===== config.mk =====
export PLATFORM = sky130hd
export DESIGN_NAME = hpdcache_mshr_ctrl
export DESIGN_NICKNAME = d
export VERILOG_FILES = /design/src/rtl/hpdcache_mshr_ctrl.sv
export SDC_FILE = /design/constraint.sdc
export NUM_CORES = 1
export LEC_CHECK = 0
export CORE_UTILIZATION = 35
export CTS_CLUSTER_DIAMETER = 200
export DETAILED_ROUTE_END_ITERATION = 16
export GPL_TIMING_DRIVEN = 0
export MAX_ROUTING_LAYER = met4
export PLACE_DENSITY = 0.75
export SYNTH_ARGS = -nofsm -noshare
export SYNTH_HDL_FRONTEND = slang
export SYNTH_SLANG_ARGS = --single-unit

===== constraint.sdc =====
create_clock -name clk_i -period 2.6 [get_ports clk_i]
set_input_delay 0.78 -clock clk_i [delete_from_list [all_inputs] [get_ports clk_i]]
set_output_delay 0.78 -clock clk_i [all_outputs]
set_load 0.005 [all_outputs]

===== src/rtl/hpdcache_mshr_ctrl.sv =====
`default_nettype none
// +----------------------------------------------------------------------------+
// | Module   : hpdcache_mshr_ctrl                                              |
// | Function : Serialising single-port sequencer sharing the MSHR between the  |
// |            miss path (check-then-allocate) and the refill ack path.        |
// | Revision : 1.0  initial release                                            |
// +----------------------------------------------------------------------------+
module hpdcache_mshr_ctrl #(
  parameter int unsigned ACK_STREAK_MAX = 4,
  parameter int unsigned NLINE_WIDTH    = 26,
  parameter int unsigned MSHR_SETS      = 4,
  parameter int unsigned MSHR_WAYS      = 2,
  parameter int unsigned REQ_TID_WIDTH  = 6,
  parameter int unsigned REQ_SID_WIDTH  = 3,
  parameter int unsigned WORD_WIDTH     = 3,
  localparam int unsigned MSHR_SET_BITS  = (MSHR_SETS > 1) ? $clog2(MSHR_SETS) : 0,
  localparam int unsigned MSHR_SET_WIDTH = (MSHR_SETS > 1) ? MSHR_SET_BITS : 1,
  localparam int unsigned MSHR_WAY_WIDTH = (MSHR_WAYS > 1) ? $clog2(MSHR_WAYS) : 1,
  localparam int unsigned MSHR_TAG_WIDTH = NLINE_WIDTH - MSHR_SET_BITS
) (
  input  logic                      clk_i,
  input  logic                      rst_i,

  input  logic                      miss_valid_i,
  output logic                      miss_ready_o,
  input  logic [NLINE_WIDTH-1:0]    miss_nline_i,
  input  logic [REQ_TID_WIDTH-1:0]  miss_req_id_i,
  input  logic [REQ_SID_WIDTH-1:0]  miss_src_id_i,
  input  logic [WORD_WIDTH-1:0]     miss_word_i,
  input  logic                      miss_need_rsp_i,
  input  logic                      miss_is_prefetch_i,
  output logic                      miss_rsp_valid_o,
  output logic [1:0]                miss_rsp_status_o,
  output logic [MSHR_WAY_WIDTH-1:0] miss_rsp_way_o,

  input  logic                      ack_valid_i,
  output logic                      ack_ready_o,
  input  logic [MSHR_SET_WIDTH-1:0] ack_set_i,
  input  logic [MSHR_WAY_WIDTH-1:0] ack_way_i,
  output logic                      ack_rsp_valid_o,

  output logic                      mshr_check_o,
  output logic [MSHR_SET_WIDTH-1:0] mshr_check_set_o,
  output logic [MSHR_TAG_WIDTH-1:0] mshr_check_tag_o,
  input  logic                      mshr_hit_i,
  input  logic                      mshr_alloc_full_i,
  input  logic [MSHR_WAY_WIDTH-1:0] mshr_alloc_way_i,

  output logic                      mshr_alloc_o,
  output logic                      mshr_alloc_cs_o,
  output logic [NLINE_WIDTH-1:0]    mshr_alloc_nline_o,
  output logic [REQ_TID_WIDTH-1:0]  mshr_alloc_req_id_o,
  output logic [REQ_SID_WIDTH-1:0]  mshr_alloc_src_id_o,
  output logic [WORD_WIDTH-1:0]     mshr_alloc_word_o,
  output logic                      mshr_alloc_need_rsp_o,
  output logic                      mshr_alloc_is_prefetch_o,

  output logic                      mshr_ack_o,
  output logic                      mshr_ack_cs_o,
  output logic [MSHR_SET_WIDTH-1:0] mshr_ack_set_o,
  output logic [MSHR_WAY_WIDTH-1:0] mshr_ack_way_o
);

  localparam logic [1:0] ST_IDLE     = 2'd0;
  localparam logic [1:0] ST_CHK_WAIT = 2'd1;
  localparam logic [1:0] ST_ACK_WAIT = 2'd2;

  localparam logic [1:0] RSP_ALLOC = 2'd0;
  localparam logic [1:0] RSP_HIT   = 2'd1;
  localparam logic [1:0] RSP_FULL  = 2'd2;

  localparam logic [3:0] STREAK_MAX = 4'(ACK_STREAK_MAX);

  logic [1:0]                state_q, state_d;
  logic [3:0]                streak_q, streak_d;
  logic [NLINE_WIDTH-1:0]    nline_q, nline_d;
  logic [REQ_TID_WIDTH-1:0]  req_id_q, req_id_d;
  logic [REQ_SID_WIDTH-1:0]  src_id_q, src_id_d;
  logic [WORD_WIDTH-1:0]     word_q, word_d;
  logic                      need_rsp_q, need_rsp_d;
  logic                      is_prefetch_q, is_prefetch_d;

  logic                      idle;
  logic                      in_chk;
  logic                      ack_grant;
  logic                      miss_grant;
  logic                      chk_hit;
  logic                      chk_full;
  logic                      chk_alloc;
  logic [MSHR_SET_WIDTH-1:0] req_set;
  logic [MSHR_TAG_WIDTH-1:0] latched_tag;

  generate
    if (MSHR_SETS > 1) begin : g_split_sets
      assign req_set     = miss_nline_i[MSHR_SET_BITS-1:0];
      assign latched_tag = nline_q[MSHR_SET_BITS +: MSHR_TAG_WIDTH];
    end else begin : g_split_single
      assign req_set     = '0;
      assign latched_tag = nline_q[MSHR_TAG_WIDTH-1:0];
    end
  endgenerate

  // A cycle with reset asserted never grants or completes anything.
  assign idle   = (state_q == ST_IDLE) && !rst_i;
  assign in_chk = (state_q == ST_CHK_WAIT) && !rst_i;

  assign ack_grant  = idle && ack_valid_i && (!miss_valid_i || (streak_q < STREAK_MAX));
  assign miss_grant = idle && miss_valid_i && !ack_grant;

  assign chk_hit   = in_chk && mshr_hit_i;
  assign chk_full  = in_chk && !mshr_hit_i && mshr_alloc_full_i;
  assign chk_alloc = in_chk && !mshr_hit_i && !mshr_alloc_full_i;

  always_comb begin
    state_d       = state_q;
    streak_d      = streak_q;
    nline_d       = nline_q;
    req_id_d      = req_id_q;
    src_id_d      = src_id_q;
    word_d        = word_q;
    need_rsp_d    = need_rsp_q;
    is_prefetch_d = is_prefetch_q;

    if (!miss_valid_i || miss_grant) begin
      streak_d = 4'd0;
    end else if (ack_grant && (streak_q != 4'hF)) begin
      streak_d = streak_q + 4'd1;
    end

    case (state_q)
      ST_IDLE: begin
        if (ack_grant) begin
          state_d = ST_ACK_WAIT;
        end else if (miss_grant) begin
          state_d       = ST_CHK_WAIT;
          nline_d       = miss_nline_i;
          req_id_d      = miss_req_id_i;
          src_id_d      = miss_src_id_i;
          word_d        = miss_word_i;
          need_rsp_d    = miss_need_rsp_i;
          is_prefetch_d = miss_is_prefetch_i;
        end
      end
      ST_CHK_WAIT: state_d = ST_IDLE;
      ST_ACK_WAIT: state_d = ST_IDLE;
      default:     state_d = ST_IDLE;
    endcase
  end

  always_ff @(posedge clk_i) begin
    if (rst_i) begin
      state_q       <= ST_IDLE;
      streak_q      <= 4'd0;
      nline_q       <= '0;
      req_id_q      <= '0;
      src_id_q      <= '0;
      word_q        <= '0;
      need_rsp_q    <= 1'b0;
      is_prefetch_q <= 1'b0;
    end else begin
      state_q       <= state_d;
      streak_q      <= streak_d;
      nline_q       <= nline_d;
      req_id_q      <= req_id_d;
      src_id_q      <= src_id_d;
      word_q        <= word_d;
      need_rsp_q    <= need_rsp_d;
      is_prefetch_q <= is_prefetch_d;
    end
  end

  assign miss_ready_o      = miss_grant;
  assign ack_ready_o       = ack_grant;

  assign mshr_check_o      = miss_grant;
  assign mshr_check_set_o  = miss_grant ? req_set : '0;
  assign mshr_check_tag_o  = in_chk ? latched_tag : '0;

  assign miss_rsp_valid_o  = in_chk;
  assign miss_rsp_status_o = chk_hit ? RSP_HIT : (chk_full ? RSP_FULL : RSP_ALLOC);
  assign miss_rsp_way_o    = chk_alloc ? mshr_alloc_way_i : '0;

  assign mshr_alloc_o             = chk_alloc;
  assign mshr_alloc_cs_o          = chk_alloc;
  assign mshr_alloc_nline_o       = chk_alloc ? nline_q : '0;
  assign mshr_alloc_req_id_o      = chk_alloc ? req_id_q : '0;
  assign mshr_alloc_src_id_o      = chk_alloc ? src_id_q : '0;
  assign mshr_alloc_word_o        = chk_alloc ? word_q : '0;
  assign mshr_alloc_need_rsp_o    = chk_alloc && need_rsp_q;
  assign mshr_alloc_is_prefetch_o = chk_alloc && is_prefetch_q;

  assign mshr_ack_o      = ack_grant;
  assign mshr_ack_cs_o   = ack_grant;
  assign mshr_ack_set_o  = ack_grant ? ack_set_i : '0;
  assign mshr_ack_way_o  = ack_grant ? ack_way_i : '0;
  assign ack_rsp_valid_o = (state_q == ST_ACK_WAIT) && !rst_i;

  a_one_ready : assert property (@(posedge clk_i) !(miss_ready_o && ack_ready_o));
  a_port_excl : assert property (@(posedge clk_i) !(mshr_ack_o && (mshr_check_o || mshr_alloc_o)));

endmodule
`default_nettype wire


==> results.yml, run 1 <==
clocking:
  cts.sinks: 46
  cts_tree: "done"
  cts.clk_slew.worst_paths_ps: 80
  clock-root-buffer: "clkbuf_8"
  cts_hold_buffers: 0
  clock_latency_ps: 290
  cts_buffer_depth: 2
  cts_max_level: 2
  numCtsBuffers: 5
sta:
  finalSetupViolCount: 72
  skew_ps: 3.64
  final_max_slew_viol_count: 0
  fin_ws_ps: -310
  hold_viol: 0
  min_period_ps: 2910
  worstMarginPinSlew_ps: 531
  relSlewSlack_pct: 64.6
  max_freq_mhz: 344
  rsz0062_at_grt: "yes"
  period_share_pct: 112
  final.setup.tns_ps: -13390
floorplan:
  initial_core_util_pct: 36.5
  die_area_sq_mm: 0.00699
  rows: 29
  dieWidth_microns: 83.6
  coreArea_sq_mm: 0.00639
  die_y_microns: 83.6
  pin_count: 131
finish:
  final_cell_mix: "buf_6 (74), and2_4 (51), dfxtp_1 (46)"
  syn2layout_area_growth_pct: 86.4
  n_antenna_cell: 0
  layout_commonest_cell: "buf_6"
  drive_above_1_share_pct: 43.3
  fin_nets: 517
  multi_input_area_sq_mm: 0.00142
  final_core_util_pct: 68.1
  seq_area_sq_um: 921
  nFillCells: 527
synthesis:
  ys_ff_latch: 46
  async_flop_share_pct: 0
  ys_seq_area_share_pct: 39.5
  avgSynthCellArea_sq_um: 7.93
  yosysWarningCount: 0
  syn_nets: 345
  synthesis.area_sq_mm: 0.00233
  synth-edff-count: 0
  synth_cells: 294
  synthFlopType: "dfxtp_1"
  synth_cell_type_count: 27
job:
  maxCapViolCount: 0
route:
  wirelength_mm: 8.58
  post_drt_wl_per_cell_microns: 15.8
  drc: 0
  num_vias: 2769
  ant_nets: 0
  viasPerCell: 5.10
  drt-pass1-iter-count: 4
  drt_iter0_markers: 122
worst_setup_path:
  cp_num_buf_inv: 6
  critPathTopFamily: "buffers and inverters"
  worst_setup_path_start_kind: "input port"
  slowest_stage: "nor3b_4"
  cp.arrival_ps: 2130
  worstPathMaxFanout: 5
  path_cells: "buf_6 > buf_6 > nor3b_4 > nor3b_4 > buf_6 > clkbuf_16 > buf_8 > and2_4 > buf_6"
  cp-end-kind: "output pin"
  cpMostUsedCell: "buf_6"
  cp.required_ps: 1820
  cpPeakStageDelay_ps: 250
  critical_path_class: "in -> out"
grt:
  antenna_found_initial: 0
  grt_pass1_vias: 2594
  grt_pass1_wl_mm: 13.0
  grtUsageTotal_pct: 23.9
  grt-ovfl-total: 0
  grt_max_degree: 13
hold_path:
  hp-class: "reg -> reg"
power:
  leakage_uw: 0.00188
  p_per_area_mw_per_mm2: 326
  peakVddDrop_v: 0.000193
status:
  violations: "setup timing"
  outcome: "finished with violations"
placement:
  gp_congestion: 0.773
  dpl.hpwl_mm: 5.46
  port_buffers: 130
-- cell type report --
type	instances	share of cell area, %
buffer	27	4.60
clock buffer	7	1.76
multi-input combinational	215	32.6
sequential	46	21.2
tap	77	2.22
timing repair buffer	171	37.6
-- kinds of logic after synthesis --
group	Yosys count	synth area share, %
buffers and inverters	33	7.19
flip-flops	46	39.5
AO/OA/AOI/OAI	83	18.1
adder cells (fa/ha/maj)	1	0.536
AND/OR/NAND/NOR	131	34.7
-- registers in the layout, summed over array words and instances, names as in the netlist --
register       flops
nline_q           26
src_id_q           3
streak_q           4
state_q            2
need_rsp_q         1
req_id_q           6
word_q             3
is_prefetch_q      1
-- power breakdown --
| part | switching (uW) | leakage, uW | internal (uW) |
|---|---|---|---|
| Clock | 227 | 0.0000383 | 186 |
| Combinational | 113 | 0.00147 | 148 |
| Sequential | 17.0 | 0.000373 | 726 |
| Total | 357 | 0.00188 | 1060 |
-- per-stage QoR --
step                total power [uW]  instance area [sq um]  hold WS [ps]  std cells  setup WS, ps
floorplan                        847                   2350           436        294          20.3
detailed placement               975                   3750           463        501         -1370
CTS                             1400                   4170           478        538          -317
global route                    1470                   4350           498        543          -355
global placement                 971                   3750           444        501         -1320
finish                          1420                   4350           477        543          -310
-- cell usage after synthesis, types with 3 or more instances --
cell type  count  area (sq um)
buf_2          4          20.0
a21oi_1       41           205
nand2b_1       3          18.8
clkbuf_1      17          63.8
dfxtp_1       46           921
nand3_1       39           195
and3_1         4          25.0
and2_1        69           432
o21ai_0       33           165
clkbuf_2       4          20.0
buf_4          7          52.6
o21ai_1        6          30.0
-- worst register-to-register path: cells and delay by family (launching register included) --
kind	cells	cell delay, ps
compound gates	2	310
buf+inv	2	430
flops	1	410
simple gates	1	580
-- final timing paths --
path / startpoint / endpoint / slack, ps / depth (start not counted)
max reg2reg: state_q[1]$_SDFFE_PP0P_ / nline_q[18]$_SDFFE_PP0P_ / 730 / 5
min: is_prefetch_q$_SDFFE_PP0P_ / is_prefetch_q$_SDFFE_PP0P_ / 480 / 2
min reg2reg: is_prefetch_q$_SDFFE_PP0P_ / is_prefetch_q$_SDFFE_PP0P_ / 480 / 2
max: rst_i / mshr_alloc_src_id_o[0] / -310 / 9
-- routing by layer --
layer | global-route usage [%] | part of all wire [%] | wire (microns)
met5 | - | 0 | 0
met4 | 5.08 | 0.22 | 19
met3 | 4.06 | 6.6 | 562
met2 | 41.5 | 52 | 4460
met1 | 29.2 | 41 | 3540
-- repair_timing --
item / CTS / global route
resized for setup: 380 / 94
setup buffers: 29 / 12
gates cloned: 4 / 1
endpoints found under the setup margin: 81 / 74
pin swaps: 41 / 13
Power figures use the tool's default switching activity.
==> run 2, diff against run 1 <==
--- a/config.mk
+++ b/config.mk
@@ -5,12 +5,12 @@
 export SDC_FILE = /design/constraint.sdc
 export NUM_CORES = 1
 export LEC_CHECK = 0
-export CORE_UTILIZATION = 35
+export CORE_UTILIZATION = 39
 export CTS_CLUSTER_DIAMETER = 200
 export DETAILED_ROUTE_END_ITERATION = 16
 export GPL_TIMING_DRIVEN = 0
 export MAX_ROUTING_LAYER = met4
-export PLACE_DENSITY = 0.75
+export PLACE_DENSITY = 0.79
 export SYNTH_ARGS = -nofsm -noshare
 export SYNTH_HDL_FRONTEND = slang
 export SYNTH_SLANG_ARGS = --single-unit
==> constraint.sdc (replaced) <==
create_clock -name clk_i -period 2.9 [get_ports clk_i]
set_input_delay 0.87 -clock clk_i [delete_from_list [all_inputs] [get_ports clk_i]]
set_output_delay 0.87 -clock clk_i [all_outputs]
set_load 0.005 [all_outputs]
==> run 2 against run 1 <==
Against the previous run: the run still ends with setup timing left; critical path depth stayed put; total power is 1.7% lower; via count is 6.3% higher; clock skew is 1.6 ps higher; clock-buffer cell count is 2 lower; sequential power is 10% lower; utilization is 8.9 points higher; critical endpoint is now mshr_alloc_nline_o[23]; highest routed layer unchanged.
==> results.yml, run 2 (synthesis results as in run 1) <==
power:
  p_switching_uw: 351
  swShare_pct: 25.2
  leakage_uw: 0.00192
  p_per_area_mw_per_mm2: 321
  peakVddDrop_v: 0.000250
  seq_power_share_pct: 47.9
  pwr-share-clk_pct: 34.6
  internal_power_uw: 1040
  p_comb_share_pct: 17.6
route:
  num_vias: 2944
  drt_iter0_markers: 235
  wirelength_mm: 9.73
  viasPerCell: 5.38
  post_drt_wl_per_cell_microns: 17.8
  ant_nets: 0
  drt-pass1-iter-count: 4
  drc: 0
placement:
  dpl.hpwl_mm: 5.58
  dp_worst_setup_slack_ps: -1280
  dpl_cell_area_sq_mm: 0.00372
  port_buffers: 130
  gp_congestion: 0.773
status:
  outcome: "finished with violations"
  violations: "setup timing"
finish:
  syn2layout_area_growth_pct: 86.1
  drive_above_1_share_pct: 34.1
  n_antenna_cell: 0
  fin_area_sq_mm: 0.00434
  fin_nets: 525
  reg_top3: "nline_q x26, req_id_q x6, streak_q x4"
  top_register: "nline_q"
  layout_commonest_cell: "buf_6"
  largest_reg_flops: 26
  final_cell_mix: "buf_6 (48), dfxtp_1 (46), and2_1 (45), clkdlybuf4s50_1 (45), a21oi_1 (41)"
grt:
  grtUsageTotal_pct: 30.8
  grt-ovfl-total: 0
  antenna_found_initial: 0
  grt_pass1_vias: 2905
  grt_max_degree: 15
  grt_pass1_wl_mm: 14.5
sta:
  fin_ws_ps: -85.0
  final.setup.tns_ps: -848
  finalSetupViolCount: 23
  relSlewSlack_pct: 65.8
  max_freq_mhz: 335
  min_period_ps: 2990
  period_share_pct: 103
  skew_ps: 5.26
  hold_viol: 0
  worstMarginPinSlew_ps: 513
  final_max_slew_viol_count: 0
  rsz0062_at_grt: "yes"
clocking:
  cts_hold_buffers: 0
  numCtsBuffers: 5
  cts.clk_slew.worst_paths_ps: 90
  clock_latency_ps: 300
  cts_tree: "done"
  cts_buffer_depth: 2
  clock-root-buffer: "clkbuf_8"
  cts_max_level: 2
  cts.sinks: 46
worst_setup_path:
  worstPathMaxFanout: 7
  worst_setup_path_start_kind: "input port"
  cp-end-kind: "output pin"
  cp.arrival_ps: 2120
  cp.required_ps: 2030
  critical_path_class: "in -> out"
floorplan:
  die_area_sq_mm: 0.00629
  coreArea_sq_mm: 0.00564
  initial_core_util_pct: 41.3
  dieWidth_microns: 79.3
  pin_count: 131
  rows: 27
  die_y_microns: 79.3
hold_path:
  hp-class: "reg -> reg"
job:
  maxCapViolCount: 0
-- run 2: cell types whose count changed in the layout (fill, tap and decap cells not counted), sizes merged --
cell | before | now
buf | 124 | 109
bufinv | 0 | 1
clkbuf | 32 | 27
clkdlybuf4s15 | 1 | 12
clkdlybuf4s50 | 44 | 45
clkinv | 0 | 2
dlygate4sd2 | 4 | 18
-- run 2: critical path, cell delays in order --
cell and delay [ps]:
buf_12 110, nor3b_4 210, nor3b_4 220, buf_6 170, buf_6 110, buf_6 100
buf_6 90, and2_1 110, buf_2 110
-- run 2: final cells by class --
cell class,count,area (sq um)
Fill cell,392,1300
Clock inverter,3,40.0
Tap cell,72,90.1
Sequential cell,46,921
Buffer,28,209
Timing Repair Buffer,178,1650
Multi-Input combinational cell,215,1360
Clock buffer,5,68.8
-- run 2: path summary, 6_finish.rpt --
path                            slack [ps]                       end  cells after the start                startpoint
worst max-delay path                   -90    mshr_alloc_nline_o[23]                      9                     rst_i
worst min-delay path                   470  req_id_q[2]$_SDFFE_PP0P_                      2  req_id_q[2]$_SDFFE_PP0P_
worst max register to register         870  nline_q[23]$_SDFFE_PP0P_                      5   state_q[1]$_SDFFE_PP0P_
worst min register to register         470  req_id_q[2]$_SDFFE_PP0P_                      2  req_id_q[2]$_SDFFE_PP0P_
-- run 2: timing repair --
| item | in CTS | in global routing |
|---|---|---|
| pin swaps | 32 | 6 |
| setup endpoints to repair | 81 | 65 |
| setup buffers | 42 | 9 |
| endpoints found under the hold margin | 0 | 0 |
| gates resized for setup | 331 | 39 |
| gates cloned | 4 | 0 |
-- run 2: power groups by stage --
| stage | Clock [uW] | Sequential (uW) | Combinational, uW |
|---|---|---|---|
| 4_1_cts | 477 | 664 | 229 |
| 5_1_grt | 503 | 668 | 262 |
| 3_3_place_gp | 0 | 676 | 191 |
| 3_5_place_dp | 0 | 677 | 195 |
| 6_report | 481 | 667 | 245 |
| 2_1_floorplan | 0 | 673 | 84.5 |
-- run 2: through the flow --
stage	total power [uW]	util, %	hold WS (ps)	instances
floorplan	758	-	436	294
global placement	867	66.0	447	496
detailed placement	872	66.0	462	496
CTS	1370	76.6	474	546
global route	1430	76.9	490	547
finish	1390	76.9	473	547
-- run 2: metal layers --
layer,vias to the layer above,GRT usage (%),routed length (microns)
met5,-,-,0
met1,1418,33.2,3810
li1,1357,-,-
met4,0,13.3,258
met3,29,3.91,553
met2,140,56.5,5120
==> run 3, diff against run 2 <==
--- a/config.mk
+++ b/config.mk
@@ -5,6 +5,7 @@
 export SDC_FILE = /design/constraint.sdc
 export NUM_CORES = 1
 export LEC_CHECK = 0
+export CORE_ASPECT_RATIO = 1.75
 export CORE_UTILIZATION = 39
 export CTS_CLUSTER_DIAMETER = 200
 export DETAILED_ROUTE_END_ITERATION = 16
==> run 3 against run 2 <==
Against the previous run: the flow still finishes with violations (setup timing); clock-buffer cell count rose by 2; clock skew increased by 1.9 ps; hold slack better by 4.9 ps; final cell count is 1.3% lower; via count shrank 3.3%; highest routed layer unchanged.
==> results.yml, run 3 (synthesis results as in run 1) <==
grt:
  grt_use_met2_pct: 52.7
  grt-busiest-layer: "met2"
  grtUsageTotal_pct: 29.2
  grt_pass1_vias: 2948
  grt_pass1_wl_mm: 13.8
  use_met1_pct: 27.9
  gr-usage-met3_pct: 4.23
  antenna_found_initial: 0
  grt_max_degree: 14
  grt-ovfl-total: 0
finish:
  top_register: "nline_q"
  drive_above_1_share_pct: 38.8
  syn2layout_area_growth_pct: 84.5
  finalNonFillerCells: 540
  fin_nets: 514
  fin_area_sq_mm: 0.00430
  n_antenna_cell: 0
  multi_input_area_sq_mm: 0.00140
  final_core_util_pct: 75.8
  layout_commonest_cell: "buf_6"
  final_cell_mix: "buf_6 (61), dfxtp_1 (46), clkdlybuf4s50_1 (45)"
  reg_top3: "nline_q x26, req_id_q x6, streak_q x4"
  seq_area_sq_um: 921
  largest_reg_flops: 26
  nFillCells: 452
clocking:
  clock_latency_ps: 310
  cts.sinks: 46
  clock-root-buffer: "clkbuf_8"
  cts_tree: "done"
  cts.clk_slew.worst_paths_ps: 80
  cts_max_level: 2
  cts_hold_buffers: 0
  cts_buffer_depth: 2
  numCtsBuffers: 5
power:
  swShare_pct: 24.3
  leakage_uw: 0.00187
  p_switching_uw: 332
  p_per_area_mw_per_mm2: 318
  p_total_uw: 1370
  pwr-share-clk_pct: 34.6
  seq_power_share_pct: 48.7
  p_comb_share_pct: 16.7
  peakVddDrop_v: 0.000345
  internal_power_uw: 1040
floorplan:
  pin_count: 131
  dieWidth_microns: 60.5
  rows: 36
  initial_core_util_pct: 41.1
  coreArea_sq_mm: 0.00568
  die_y_microns: 104
  die_area_sq_mm: 0.00631
sta:
  hold_viol: 0
  min_period_ps: 3070
  max_freq_mhz: 325
  finalSetupViolCount: 41
  period_share_pct: 106
  fin_ws_ps: -174
  skew_ps: 7.15
  relSlewSlack_pct: 68.5
  rsz0062_at_grt: "yes"
  final_max_slew_viol_count: 0
  worstMarginPinSlew_ps: 473
worst_setup_path:
  reg2reg_setup_slack_ps: 960
  critical_path_class: "in -> out"
  cp.required_ps: 2030
  worst_setup_path_start_kind: "input port"
  cp-end-kind: "output pin"
  cp.arrival_ps: 2200
  worstPathMaxFanout: 5
hold_path:
  hp-class: "reg -> reg"
route:
  num_vias: 2846
  drt-pass1-iter-count: 5
  ant_nets: 0
  drc: 0
  post_drt_wl_per_cell_microns: 16.8
  viasPerCell: 5.27
  wirelength_mm: 9.08
  drt_iter0_markers: 170
job:
  maxCapViolCount: 0
placement:
  dp_worst_setup_slack_ps: -1230
  dpl.hpwl_mm: 5.77
  dpl_cell_area_sq_mm: 0.00373
  port_buffers: 130
  gp_congestion: 0.845
  post-place-cells: 500
status:
  violations: "setup timing"
  outcome: "finished with violations"
-- run 3: worst max-delay path, stage by stage --
cell	delay [ps]
buf_6	100
buf_6	120
nor3b_4	200
nor3b_4	280
buf_6	190
clkbuf_16	150
buf_6	80
and2_4	120
buf_6	80
-- run 3: path summary, 6_finish.rpt --
| kind | cells past startpoint | from | end |
|---|---|---|---|
| setup / recovery | 9 | rst_i | mshr_alloc_need_rsp_o |
| hold / removal | 2 | streak_q[1]$_SDFFE_PP0P_ | streak_q[1]$_SDFFE_PP0P_ |
| setup reg to reg | 5 | state_q[1]$_SDFFE_PP0P_ | nline_q[19]$_SDFFE_PP0P_ |
| hold reg to reg | 2 | streak_q[1]$_SDFFE_PP0P_ | streak_q[1]$_SDFFE_PP0P_ |
-- run 3: per-stage QoR --
step | hold WS [ps] | setup TNS, ps
CTS | 476 | -3850
floorplan | 436 | 0
detailed placement | 463 | -81190
global route | 495 | -5830
finish | 478 | -3990
global placement | 446 | -78120
-- run 3: per-layer routing --
layer	up-vias	routed length, microns	part of all wire (%)
met1	1333	3150	35
li1	1340	-	-
met4	0	425	4.7
met5	-	0	0
met2	140	5010	55
met3	33	495	5.5
-- run 3: power groups by stage --
stage                     sequential, uW  clock [uW]  combinational [uW]
after floorplan                      673           0                84.5
after global placement               676           0                 191
after detailed placement             677           0                 194
after CTS                            664         472                 219
after global routing                 669         499                 244
final                                667         474                 228
-- run 3: area by class of cell --
type | instances | share of cell area (%)
clock inverter | 1 | 0.698
sequential | 46 | 21.4
clock buffer | 7 | 1.77
timing repair buffer | 168 | 36.9
buffer | 27 | 4.48
tap | 76 | 2.21
multi-input combinational | 215 | 32.6
-- run 3: what timing repair did --
item                                   CTS  global route
pin swaps                               31            12
buffers inserted                        30             3
resized for setup                      356            80
gates cloned                             4             2
setup endpoints to repair               81            67
endpoints found under the hold margin    0             0
